$ cat config.mk
export PLATFORM = sky130hd
export DESIGN_NAME = sync_fifo
export DESIGN_NICKNAME = d
export VERILOG_FILES = /design/src/rtl/sync_fifo.sv
export SDC_FILE = /design/constraint.sdc
export NUM_CORES = 1
export LEC_CHECK = 0
export CORE_ASPECT_RATIO = 0.7
export CORE_UTILIZATION = 58
export DETAILED_ROUTE_END_ITERATION = 10
export GPL_ROUTABILITY_DRIVEN = 0
export PLACE_DENSITY = 0.86
export SYNTH_ARGS = -nofsm -noshare
export SYNTH_HDL_FRONTEND = slang
export SYNTH_SLANG_ARGS = --single-unit
$ cat constraint.sdc
create_clock -name clk_i -period 6.7 [get_ports clk_i]
set_input_delay 1.005 -clock clk_i [delete_from_list [all_inputs] [get_ports clk_i]]
set_output_delay 1.005 -clock clk_i [all_outputs]
set_load 0.1 [all_outputs]
$ cat src/rtl/sync_fifo.sv
`default_nettype none
// ============================================================================
// Module   : sync_fifo
// Brief    : Single-clock FIFO, optional registered output stage, level flags.
// Revision : 1.0 - initial release
// ============================================================================
module sync_fifo #(
  parameter int NDATABITS = 32,
  parameter int NADDRBITS = 3,
  parameter int OUTREG    = 0,
  parameter int AFULL     = (1 << NADDRBITS) - 1,
  parameter int AEMPTY    = 1
) (
  input  logic                 clk_i,
  input  logic                 reset_i,
  input  logic [NDATABITS-1:0] dataW_i,
  input  logic                 validW_i,
  output logic                 readyW_o,
  output logic [NDATABITS-1:0] dataR_o,
  output logic                 validR_o,
  input  logic                 readyR_i,
  output logic [NADDRBITS:0]   level_o,
  output logic                 almostFull_o,
  output logic                 almostEmpty_o
);

  localparam int DEPTH = 1 << NADDRBITS;
  localparam logic [NADDRBITS:0] PTR_ONE = 1;

  logic [NDATABITS-1:0] mem [DEPTH];
  logic [NADDRBITS:0]   wptr  = '0;
  logic [NADDRBITS:0]   rptr  = '0;
  logic [NADDRBITS:0]   level = '0;

  logic mem_full;
  logic mem_empty;
  logic wr_acc;
  logic rd_acc;
  logic mem_rd;

  assign mem_full  = (wptr[NADDRBITS-1:0] == rptr[NADDRBITS-1:0]) &&
                     (wptr[NADDRBITS] != rptr[NADDRBITS]);
  assign mem_empty = (wptr == rptr);

  // No write-through: a full memory refuses writes even when a read drains it.
  assign readyW_o = !mem_full && !reset_i;
  assign wr_acc   = validW_i && readyW_o;

  always_ff @(posedge clk_i) begin
    if (wr_acc) begin
      mem[wptr[NADDRBITS-1:0]] <= dataW_i;
    end
  end

  always_ff @(posedge clk_i) begin
    if (reset_i) begin
      wptr <= '0;
      rptr <= '0;
    end else begin
      if (wr_acc) begin
        wptr <= wptr + PTR_ONE;
      end
      if (mem_rd) begin
        rptr <= rptr + PTR_ONE;
      end
    end
  end

  always_ff @(posedge clk_i) begin
    if (reset_i) begin
      level <= '0;
    end else begin
      case ({wr_acc, rd_acc})
        2'b10:   level <= level + PTR_ONE;
        2'b01:   level <= level - PTR_ONE;
        default: level <= level;
      endcase
    end
  end

  generate
    if (OUTREG != 0) begin : g_outreg
      logic                 out_valid = 1'b0;
      logic [NDATABITS-1:0] out_data  = '0;

      // Refill when the stage is empty or its word leaves this cycle.
      assign mem_rd = !mem_empty && (!out_valid || readyR_i);
      assign rd_acc = out_valid && readyR_i;

      always_ff @(posedge clk_i) begin
        if (reset_i) begin
          out_valid <= 1'b0;
        end else if (mem_rd) begin
          out_valid <= 1'b1;
        end else if (rd_acc) begin
          out_valid <= 1'b0;
        end
      end

      always_ff @(posedge clk_i) begin
        if (mem_rd) begin
          out_data <= mem[rptr[NADDRBITS-1:0]];
        end
      end

      assign validR_o = out_valid;
      assign dataR_o  = out_data;
    end else begin : g_fwft
      assign validR_o = !mem_empty;
      assign dataR_o  = mem[rptr[NADDRBITS-1:0]];
      assign rd_acc   = validR_o && readyR_i;
      assign mem_rd   = rd_acc;
    end
  endgenerate

  assign level_o       = level;
  assign almostFull_o  = int'(level) >= AFULL;
  assign almostEmpty_o = int'(level) <= AEMPTY;

endmodule
`default_nettype wire

* Word level (Yosys, flattened, before mapping)
Memories as Yosys holds them, arrays and structs flattened. A register that Yosys moved wholly into a read port is not among the register bits. Cells that the tools add are included.
Word-level totals: bits of input ports 36, memories 1, flip-flop bits (word level) 12, memory bits (writable) 256, word-level logic and storage cells 28, output and inout bits 40
Memory list:
- mem | words 8, width 32, read ports 1, clocked after Yosys merged registers in 1, write ports 1, RTL line 30 | logic [NDATABITS-1:0] mem [DEPTH];
Cells by class: reductions and logical operators 8, equal/unequal tests 5, $lt $le $gt $ge 2, mux-type cells 5, $add $sub $neg 4
Operator list (number):
- $add 4x1->4 const B | 3
- $pmux 4 s2 | 1
- $mux 3 | 2
- $eq 4x4->1 | 1
- $ge 4x3->1 const B | 1
- $le 4x1->1 const B | 1
- $logic_and 1x1->1 | 4
- $sub 4x1->4 const B | 1
- $eq 3x3->1 | 1
- $logic_not 1->1 | 3
- $eq 2x1->1 const B | 1
- $eq 2x2->1 const B | 1
- $mux 1 | 2
- $reduce_bool 2->1 | 1
- $ne 1x1->1 | 1

* Depth between registers and ports, before layout
depth after elaboration 7, depth in mapped cells 9, depth with buffers taken out 8

* Least setup slack after synthesis
Ideal clock, no wire load.
path kind input-to-reg, start point input validW_i, end point memory mem[6][0] (enable), required time 6.187 ns, stages on the path 3, setup slack 1.515 ns, arrival 4.672 ns, buffers on the path 0, setup time 0.513 ns, cells stage by stage nor2b_1 nand2_1 nor4b_1
On the way: word-level cells in the longest chain between the ends 3
Ends and longest elaborated chain:
- start: declaration | RTL line 17 | input logic validW_i,
- $logic_and 1x1->1 | RTL line 47 | assign wr_acc = validW_i && readyW_o;
- $mux 1 | RTL line 50 | if (wr_acc) begin
- $mux 1 (implied by the code) | RTL line 51 | mem[wptr[NADDRBITS-1:0]] <= dataW_i;
- end: declaration | RTL line 30
Every way passes these cells.

==> summary.md <==
| Metric | Value |
|---|---|
| Grt total ovfl | `0` |
| Drt via density | `between 6 and 7` |
| PD cells | `348 mW/mm^2` |
| Worst skew pair latency | `0.51 ns` |
| Initial antenna violation count | `1` |
| Largest net degree at the start of global routing | `65` |
| Final nets | `606` |
| # rows | `40` |
| Seq/Total Area, Yosys | `around three quarters` |
| Final worst setup slack | `1.80 ns` |
| Max-slew headroom | `29.2%` |
| Fraction of registers with async set or reset after synthesis | `0%` |
| Crit path buf inv count | `2` |
| MaxCap Viol Count | `0` |
| Crit path max-delay family | `buffers and inverters` |
| Synth Warn # | `0` |
| WHS | `0.563 ns` |
| Final Hold Fails | `0` |
| Core area | `around 0.017 sq mm` |
| Unique masters post-synth | `37` |
| Max FO, Critical Path | `43` |
| CTS tree | `done` |
| Post-CTS Resized | `0` |
| Vias in the first global route | `5,215` |
| Layout cell share with drive strength beyond 1 | `27.1%` |
| Hold Path Class | `reg2reg` |
| Synth area leader | `edfxtp_1` |
| WS Path Type | `reg2out` |
| Post-synthesis mux area share | `17.5%` |
| Post-DR wirelength/cell | `24.4 microns` |
| Worst EP arrival | `3.89 ns` |
| IO buf count | `75` |
| Diodes inserted | `0` |
| Leak Pwr | `3.89 nW` |
| Critical-path cell list | `buf_4 -> mux4_2 -> mux2_2 -> clkdlybuf4s50_1` |
| Slew Viols, Final | `0` |
| Reg clk slew, reported paths | `~0.060 ns` |
| Synthesized cell area | `0.0105 sq mm` |
| Startpoint Class | `flop` |
| HPWL after DPL | `approximately 11 mm` |
| Worst slew pin tran | `1.06 ns` |
| Setup bufs post-CTS | `0` |
| Die W | `163 microns` |
| Final Core Density | `71.1%` |
| Final Skew | `0.00662 ns` |
| Die height | `114 microns` |
| Routed WL | `between 15 and 20 mm` |
| Htree depth | `1` |
| Hold bufs inserted after CTS | `0` |
| First-pass GRT wire length | `between 30 and 40 mm` |
| Starting density of the core | `60.2%` |
| Drt pass-1 iters | `4` |
| Peak Freq | `0.204 GHz` |
| CP Data Required Time | `5.69 ns` |
| Post-Syn Area per Cell | `22.4 sq um` |
| CP endpoint kind | `output port` |
| CP max stage delay | `0.97 ns` |
| Setup violations, final | `0` |
| TNS Setup | `0 ns` |
| Period utilization | `73.1%` |
| Area contributors post-synth | `edfxtp_1 (73%), mux4_2 (14%), mux2_2 (3.4%)` |
| Main combinational cell family by area after synthesis | `multiplexers` |
| Syn Inst Count | `469` |
| Worst VDD drop | `0.280 mV` |
| Initial DRC count | `402` |
| GRT Util Overall | `22.3%` |
| Root buf cell | `clkbuf_16` |
| Number of synthesized flops with an enable pin | `256` |
| CTS Buf Count | `24` |
| Via count | `4,946` |
| Remaining DRCs | `0` |
| Yosys top cell area share | `73.3%` |
| # IOs | `76` |
| Mapped Nets | `511` |
| Post-synth top flop | `edfxtp_1` |
| Status | `complete, no violations` |
| Register bit count reported by yosys | `between 200 and 300` |
| Synth Area in XOR/XNOR | `1.16%` |
| Max Root-Sink Buffers | `3` |
| ANT nets after route | `0` |
| Adder-cell share of the synthesized area | `0.716%` |
| Synth-to-Final Area Change | `18.1%` |
| Sinks on Clock Net | `271` |
| Pre-CTS setup slack | `2.30 ns` |
| Compound-cell area share of the yosys netlist | `1.13%` |
| Synth Area in Simple Gates | `2.26%` |
| Die area | `0.0186 sq mm` |
| Tmin final | `4.90 ns` |
| RSZ-0062 raised after global routing | `false` |
| Crit-path slowest cell | `clkdlybuf4s50_1` |
layout make-up:
cell class                 instances  area, sq um
inverter                           6         22.5
clock inverter                     9          114
tap                              231          289
multi-input combinational        171         2430
clock buffer                      35          663
fill                             986         5040
timing repair buffer              90          863
sequential                       271         7990
final timing paths:
path | slack (ns) | start | end | depth (start not counted)
hold / removal | 0.56 | level_o[1] | level_o[1] | 2
hold reg to reg | 0.56 | level_o[1] | level_o[1] | 2
setup / recovery | 1.80 | flop | dataR_o[28] | 4
setup reg to reg | 3.51 | wptr[0] | mem[3][30] | 5
routing by layer:
metal / part of all wire (%) / track usage, % / vias up / routed length, microns
met4: 2.0 / 5.36 / 2 / 395
met2: 50 / 36.9 / 212 / 9860
met1: 41 / 31.4 / 2559 / 8050
met5: 0.066 / 0 / - / 13
li1: - / - / 2137 / -
met3: 7.6 / 3.77 / 36 / 1510
cell usage after synthesis, types with 2 or more instances:
master	count
dfxtp_1	15
nor2_1	13
o21ai_0	3
xnor2_1	2
nor4_1	2
mux2_2	32
nor4b_1	2
nand2b_1	4
ha_1	6
clkbuf_1	9
nand4_1	2
xor2_1	5
or3_1	4
xor2_2	2
nand2_1	5
nor3_1	3
edfxtp_1	256
buf_1	3
inv_1	6
mux4_2	64
a21oi_1	5
buf_2	9
mux2i_1	3
where the power goes:
part	internal [mW]	total (mW)	switching, mW
Clock	0.801	1.36	0.563
Combinational	0.338	0.985	0.647
Sequential	1.89	1.95	0.0661
cell families (layout without fill, tap and decap cells):
family / after synthesis / count (layout)
fa+ha+maj: 6 / 6
flops: 271 / 271
compound gates: 15 / 15
simple gates: 41 / 41
mux: 99 / 99
xor+xnor: 10 / 10
buf+inv: 27 / 140
sequential cells by signal, summed over array words and instances (netlist names), named ones only:
name / cells
mem: 256
level_o: 4
rptr: 4
wptr: 4
stage by stage:
stage	power (mW)	cell area (sq um)	instances
finish	4.30	12400	813
detailed placement	2.98	11600	769
global route	4.44	12400	813
CTS	4.34	12400	813
floorplan	2.76	10500	469
global placement	2.96	11600	769
tightest hold or removal path: stages, from the launching register on:
cell      delay [ns]
dfxtp_1         0.34
inv_1           0.10
a211oi_1        0.07
placed cells by master, fill, tap and decap left out, types with 6 or more instances in the layout:
cell type,count
edfxtp_1,256
inv_1,6
ha_1,6
clkbuf_1,10
buf_4,15
nor2_1,11
mux4_2,64
clkdlybuf4s50_1,75
mux2_2,32
dfxtp_1,12
clkbuf_16,25
Power figures use the tool's default switching activity.
